==> src/rtl/uart_rx_core.sv <==
// UART receive engine: synchronised, oversampled, majority-voted frame decoder
// with parity/stop checking, break detection and a ready/valid holding register.
module uart_rx_core #(
  parameter int DATA_BITS   = 8,
  parameter int OVERSAMPLE  = 16,
  parameter int PARITY_EN   = 0,
  parameter int PARITY_ODD  = 0,
  parameter int STOP_BITS   = 1,
  parameter int SYNC_STAGES = 2
) (
  input  logic                 clk,
  input  logic                 rst,
  input  logic                 baud_tick,
  input  logic                 uart_rx,
  output logic                 rx_out_valid,
  input  logic                 rx_out_ready,
  output logic [DATA_BITS-1:0] rx_out_data,
  output logic                 rx_out_parity_err,
  output logic                 rx_out_frame_err,
  output logic                 rx_break,
  output logic                 rx_overrun,
  output logic                 rx_busy
);

  localparam int TCW = $clog2(OVERSAMPLE);
  localparam int BCW = 4;

  localparam logic [TCW-1:0] TC_LAST = TCW'(OVERSAMPLE - 1);
  localparam logic [TCW-1:0] TC_PRE  = TCW'(OVERSAMPLE / 2 - 1);
  localparam logic [TCW-1:0] TC_MID  = TCW'(OVERSAMPLE / 2);
  localparam logic [TCW-1:0] TC_POST = TCW'(OVERSAMPLE / 2 + 1);

  localparam logic [BCW-1:0] LAST_DATA = BCW'(DATA_BITS - 1);
  localparam logic [BCW-1:0] LAST_STOP = BCW'(STOP_BITS - 1);
  localparam logic           ODD       = (PARITY_ODD != 0);
  localparam logic           HAS_PAR   = (PARITY_EN != 0);

  localparam logic [2:0] S_IDLE      = 3'd0;
  localparam logic [2:0] S_START     = 3'd1;
  localparam logic [2:0] S_DATA      = 3'd2;
  localparam logic [2:0] S_PARITY    = 3'd3;
  localparam logic [2:0] S_STOP      = 3'd4;
  localparam logic [2:0] S_WAIT_IDLE = 3'd5;

  logic [SYNC_STAGES-1:0] r_sync;
  logic [2:0]             r_state;
  logic [TCW-1:0]         r_tc;
  logic [BCW-1:0]         r_bcnt;
  logic                   r_s0;
  logic                   r_s1;
  logic [DATA_BITS-1:0]   r_shift;
  logic                   r_perr;
  logic                   r_ferr;
  logic                   r_zero;
  logic                   r_brk;
  logic                   r_done;

  logic                   r_valid;
  logic [DATA_BITS-1:0]   r_data;
  logic                   r_data_perr;
  logic                   r_data_ferr;
  logic                   r_break;
  logic                   r_overrun;

  logic w_line;
  logic w_maj;
  logic w_at_post;
  logic w_at_last;
  logic w_accept;

  // Line idles high, so the synchroniser resets to 1 to avoid a phantom start.
  always_ff @(posedge clk) begin
    if (rst) r_sync <= '1;
    else     r_sync <= {r_sync[SYNC_STAGES-2:0], uart_rx};
  end

  assign w_line    = r_sync[SYNC_STAGES-1];
  assign w_maj     = (r_s0 & r_s1) | (r_s0 & w_line) | (r_s1 & w_line);
  assign w_at_post = (r_tc == TC_POST);
  assign w_at_last = (r_tc == TC_LAST);

  always_ff @(posedge clk) begin
    if (rst) begin
      r_state <= S_IDLE;
      r_tc    <= '0;
      r_bcnt  <= '0;
      r_s0    <= 1'b0;
      r_s1    <= 1'b0;
      r_shift <= '0;
      r_perr  <= 1'b0;
      r_ferr  <= 1'b0;
      r_zero  <= 1'b0;
      r_brk   <= 1'b0;
      r_done  <= 1'b0;
    end else begin
      r_done <= 1'b0;
      if (baud_tick) begin
        case (r_state)
          S_IDLE: begin
            if (!w_line) begin
              r_state <= S_START;
              r_tc    <= '0;
              r_bcnt  <= '0;
              r_perr  <= 1'b0;
              r_ferr  <= 1'b0;
              r_zero  <= 1'b1;
              r_brk   <= 1'b0;
            end
          end
          S_WAIT_IDLE: begin
            if (w_line) r_state <= S_IDLE;
          end
          default: begin
            r_tc <= w_at_last ? '0 : r_tc + TCW'(1);
            if (r_tc == TC_PRE) r_s0 <= w_line;
            if (r_tc == TC_MID) r_s1 <= w_line;
            case (r_state)
              S_START: begin
                if (w_at_post && w_maj) begin
                  r_state <= S_IDLE;
                  r_tc    <= '0;
                end else if (w_at_last) begin
                  r_state <= S_DATA;
                  r_bcnt  <= '0;
                end
              end
              S_DATA: begin
                if (w_at_post) begin
                  r_shift <= {w_maj, r_shift[DATA_BITS-1:1]};
                  r_zero  <= r_zero & ~w_maj;
                end
                if (w_at_last) begin
                  if (r_bcnt == LAST_DATA) begin
                    r_bcnt  <= '0;
                    r_state <= HAS_PAR ? S_PARITY : S_STOP;
                  end else begin
                    r_bcnt <= r_bcnt + BCW'(1);
                  end
                end
              end
              S_PARITY: begin
                if (w_at_post) begin
                  r_perr <= w_maj ^ (^r_shift) ^ ODD;
                  r_zero <= r_zero & ~w_maj;
                end
                if (w_at_last) begin
                  r_state <= S_STOP;
                  r_bcnt  <= '0;
                end
              end
              S_STOP: begin
                // The frame is decided at the vote of the last stop bit, so
                // the end of that bit is never reached in this state.
                if (w_at_post) begin
                  r_ferr <= r_ferr | ~w_maj;
                  if (r_bcnt == '0) r_brk <= r_zero & ~w_maj;
                  if (r_bcnt == LAST_STOP) begin
                    r_done  <= 1'b1;
                    r_tc    <= '0;
                    r_bcnt  <= '0;
                    r_state <= w_line ? S_IDLE : S_WAIT_IDLE;
                  end
                end else if (w_at_last) begin
                  r_bcnt <= r_bcnt + BCW'(1);
                end
              end
              default: begin
                r_state <= S_IDLE;
                r_tc    <= '0;
              end
            endcase
          end
        endcase
      end
    end
  end

  // A frame may load while the old one is leaving in the same cycle.
  assign w_accept = !r_valid || rx_out_ready;

  always_ff @(posedge clk) begin
    if (rst) begin
      r_valid     <= 1'b0;
      r_data      <= '0;
      r_data_perr <= 1'b0;
      r_data_ferr <= 1'b0;
      r_break     <= 1'b0;
      r_overrun   <= 1'b0;
    end else begin
      r_break   <= r_done & r_brk;
      r_overrun <= r_done & ~w_accept;
      if (r_done && w_accept) begin
        r_valid     <= 1'b1;
        r_data      <= r_shift;
        r_data_perr <= r_perr;
        r_data_ferr <= r_ferr;
      end else if (r_valid && rx_out_ready) begin
        r_valid <= 1'b0;
      end
    end
  end

  assign rx_out_valid      = r_valid;
  assign rx_out_data       = r_data;
  assign rx_out_parity_err = r_data_perr;
  assign rx_out_frame_err  = r_data_ferr;
  assign rx_break          = r_break;
  assign rx_overrun        = r_overrun;
  assign rx_busy           = (r_state != S_IDLE);

endmodule

==> config.mk <==
export PLATFORM = sky130hd
export DESIGN_NAME = uart_rx_core
export DESIGN_NICKNAME = d
export VERILOG_FILES = /design/src/rtl/uart_rx_core.sv
export SDC_FILE = /design/constraint.sdc
export NUM_CORES = 1
export LEC_CHECK = 0
export CAP_MARGIN = 30
export CORE_ASPECT_RATIO = 1.5
export CORE_MARGIN = 2
export CORE_UTILIZATION = 51
export DETAILED_ROUTE_END_ITERATION = 10
export DONT_BUFFER_PORTS = 1
export HOLD_SLACK_MARGIN = 0.08
export PLACE_DENSITY = 0.7
export RECOVER_POWER = 50
export SYNTH_ARGS = -nofsm -noshare
export SYNTH_HDL_FRONTEND = slang
export SYNTH_SLANG_ARGS = --single-unit
export TNS_END_PERCENT = 30
==> constraint.sdc <==
create_clock -name clk -period 1.9 [get_ports clk]
set_clock_uncertainty 0.1 [all_clocks]
set_input_delay 0.38 -clock clk [delete_from_list [all_inputs] [get_ports clk]]
set_output_delay 0.38 -clock clk [all_outputs]
set_load 0.03 [all_outputs]
==> impl_metrics.tcl <==
set metrics [dict create \
    grt_pass1_wl_mm 7.210 \
    n_fill_cell 367 \
    finalPower_mw 1.623 \
    grt_pass1_vias 1600 \
    crit_type "reg -> out" \
    reg2reg_to "r_state[0]$_SDFFE_PP0P_" \
    ff_latch_area_um2 825.8 \
    portBuffers 0 \
    start_kind "flip-flop" \
    synthArstFlopShare 0 \
    syn_area_per_cell_um2 9.097 \
    core-area_um2 3924 \
    place_area_um2 2155 \
    synth.most_common_cell "dfxtp_1" \
    multi_input_comb_area_um2 1185 \
    holdWs_ns 0.09314 \
    rsz0062_at_grt "yes" \
    dieArea_um2 4623 \
    whs_endpoint "r_sync[0]$_SDFF_PP1_" \
    syn_area_um2 2083 \
    cap_violations 0 \
    clkTransAtPathRegs_ns 0.07 \
    r2r_setup_slack_ns 0.08 \
    wl_per_cell_um 15.23 \
    synthCells 229 \
    fin_crit_ns 1.828 \
    ios 19 \
    critPathMaxFanout 10 \
    end_kind "output pin" \
    status "finished clean" \
    max_freq_mhz 546.9 \
    grtUsageMet1 0.2236 \
    start_util 0.5309 \
    min_path_cells 1 \
    drt_pre_antenna_iters 4 \
    antenna_cells 0 \
    min_from "rst" \
    grt.overflow.total 0 \
    cts_buffer_depth 2 \
    rows 28 \
    grtUsageMet2 0.3612 \
    hp-class "in -> reg" \
    fin_nets 250 \
    busiest_layer "met2" \
    drtAntennaViolNets 0 \
    grt_max_degree 34 \
    critPathArrivalTime_ns 1.35 \
    ctsRootBufferMaster "clkbuf_8" \
    worstPathRequired_ns 1.42 \
    maxSlewViolCount 0 \
    via_count 1656 \
    ir_worst_vdd_uv 782.3 \
    cts_buffers 5 \
    routed_via_density 5.790 \
    dieWidth_um 56.19 \
    globalplace.congestion 0.8942 \
    synth_area_leader_cell "dfxtp_1" \
    synth_edf_count 0 \
    htree_num_levels 2 \
    drt_iter0_markers 39 \
    grtUsageTotal 0.2027 \
    clock-sinks 41 \
    antenna_found_initial 0 \
    power.leakage_nw 0.9310 \
    ys_seq_elements 41 \
    yosysWarnings 0 \
    die_h_um 82.28 \
    synthToLayoutAreaGrowth_pct 12.85 \
    yosysTopAreaCellShare 0.3940 \
    worst_pin_slew_ns 0.7304 \
    synth_cell_types 53 \
    setup_violations 0 \
    hold_viol_final 0 \
    totalWireLength_mm 4.357 \
    drive_gt1_frac 0.1950 \
    route.detailed.drc 0 \
    dp_hpwl_mm 3.007 \
    ys_top_cells_by_count "41 x dfxtp_1, 33 x nor2_1, 22 x mux2i_1" \
    syn_nets 239 \
    worst_slew_margin_rel 0.5131 \
    ys_seq_area_frac 0.3940 \
    stdcell_area_um2 2351 \
    powerDensity_nw_per_um2 690.3 \
    grt_util_met3 0.04361 \
    synth_area_leaders "dfxtp_1 39%, mux2i_1 11%, nor2_1 5.9%" \
    worst_skew_pair.late_latency_ns 0.29 \
    worstReg2RegStart "r_tc[1]$_SDFFE_PP0P_" \
    cts_tree "built" \
    synth-main-ff-cell "dfxtp_1" \
    worstRegToRegCells 7 \
    period_share 0.9623 \
]
[state kept, by name, summed over array words and instances, names as in the netlist, 2 cells and up]
register / cells
r_bcnt: 4
r_shift: 8
r_state: 3
r_sync: 2
r_tc: 4
rx_out_data: 8
[stage by stage]
step                      std cells    util   TNS [ns]  setup WS, ns
final                           286  0.5992          0       0.07154
after global placement          272  0.5491          0       0.03943
after CTS                       286  0.5912          0       0.02131
after global routing            286  0.5992   -0.07604      -0.05075
after detailed placement        272  0.5491  -0.002375     -0.002375
after floorplan                 229       -          0       0.08734
[worst max path at each step]
stage | from | end | slack (ns)
floorplan | r_bcnt[0]$_SDFFE_PP0P_ | r_bcnt[2]$_SDFFE_PP0P_ | 0.09
global placement | r_bcnt[0]$_SDFFE_PP0P_ | r_bcnt[2]$_SDFFE_PP0P_ | 0.04
detailed placement | r_tc[0]$_SDFFE_PP0P_ | r_bcnt[2]$_SDFFE_PP0P_ | -0.002
CTS | r_bcnt[0]$_SDFFE_PP0P_ | r_bcnt[2]$_SDFFE_PP0P_ | 0.02
global route | r_bcnt[0]$_SDFFE_PP0P_ | r_bcnt[2]$_SDFFE_PP0P_ | -0.05
finish | r_state[0]$_SDFFE_PP0P_ | rx_busy | 0.07
[report_power, final]
| group | switching (mW) | total (mW) | internal, mW |
|---|---|---|---|
| clock network | 0.290 | 0.618 | 0.328 |
| logic | 0.0706 | 0.128 | 0.0575 |
| registers | 0.0106 | 0.876 | 0.866 |
[kinds of logic (layout without fill, tap and decap cells)]
| kind of cell | after synthesis | in the layout | share of synthesized area |
|---|---|---|---|
| AND/OR/NAND/NOR | 88 | 88 | 0.2204 |
| flip-flops | 41 | 41 | 0.3940 |
| AO/OA/AOI/OAI | 40 | 40 | 0.1490 |
| buffers and inverters | 24 | 36 | 0.05406 |
| multiplexers | 22 | 22 | 0.1057 |
| XOR/XNOR | 8 | 8 | 0.04024 |
| adder cells (fa/ha/maj) | 6 | 6 | 0.03664 |
[cells in the final DEF, fill, tap and decap left out, drive strengths merged, types with 2 or more instances in the layout]
master / netlist / routed
nand2: 14 / 14
nand4b: 2 / 2
clkbuf: 5 / 9
a311oi: 2 / 2
o21ai: 8 / 8
a21oi: 10 / 10
nand4: 2 / 2
and3b: 2 / 2
a22oi: 3 / 3
nand3: 9 / 9
dfxtp: 41 / 41
xnor2: 6 / 6
nor3b: 2 / 2
nor4b: 2 / 2
a211o: 2 / 2
inv: 10 / 10
dlygate4sd3: 0 / 2
nor3: 6 / 6
a31oi: 3 / 3
o211ai: 2 / 2
nand2b: 4 / 4
or2: 3 / 3
nor2: 35 / 35
buf: 9 / 14
mux2i: 22 / 22
ha: 5 / 5
[area by class of cell]
cell class / count / share of cell area
Sequential cell: 41 / 0.3513
Timing Repair Buffer: 18 / 0.06174
Clock inverter: 1 / 0.002129
Clock buffer: 7 / 0.04098
Multi-Input combinational cell: 164 / 0.5040
Inverter: 10 / 0.01597
Tap cell: 45 / 0.02395
[worst max-delay path: stages (launching register included)]
cell	delay (ns)
dfxtp_1	0.42
nor2_2	0.32
nand2_1	0.12
buf_4	0.19
[routing by layer]
layer	wire length (um)	part of all wire
met5	0	0
met4	115	0.026
met3	174	0.040
met2	2213	0.51
met1	1853	0.43
[timing repair]
item	CTS	global route
buffers inserted	3	0
resized for setup	1	9
pin swaps	1	4
hold endpoints to repair	34	0
hold buffers	3	0
setup endpoints to repair	2	17
(Power assumes the default switching activity.)
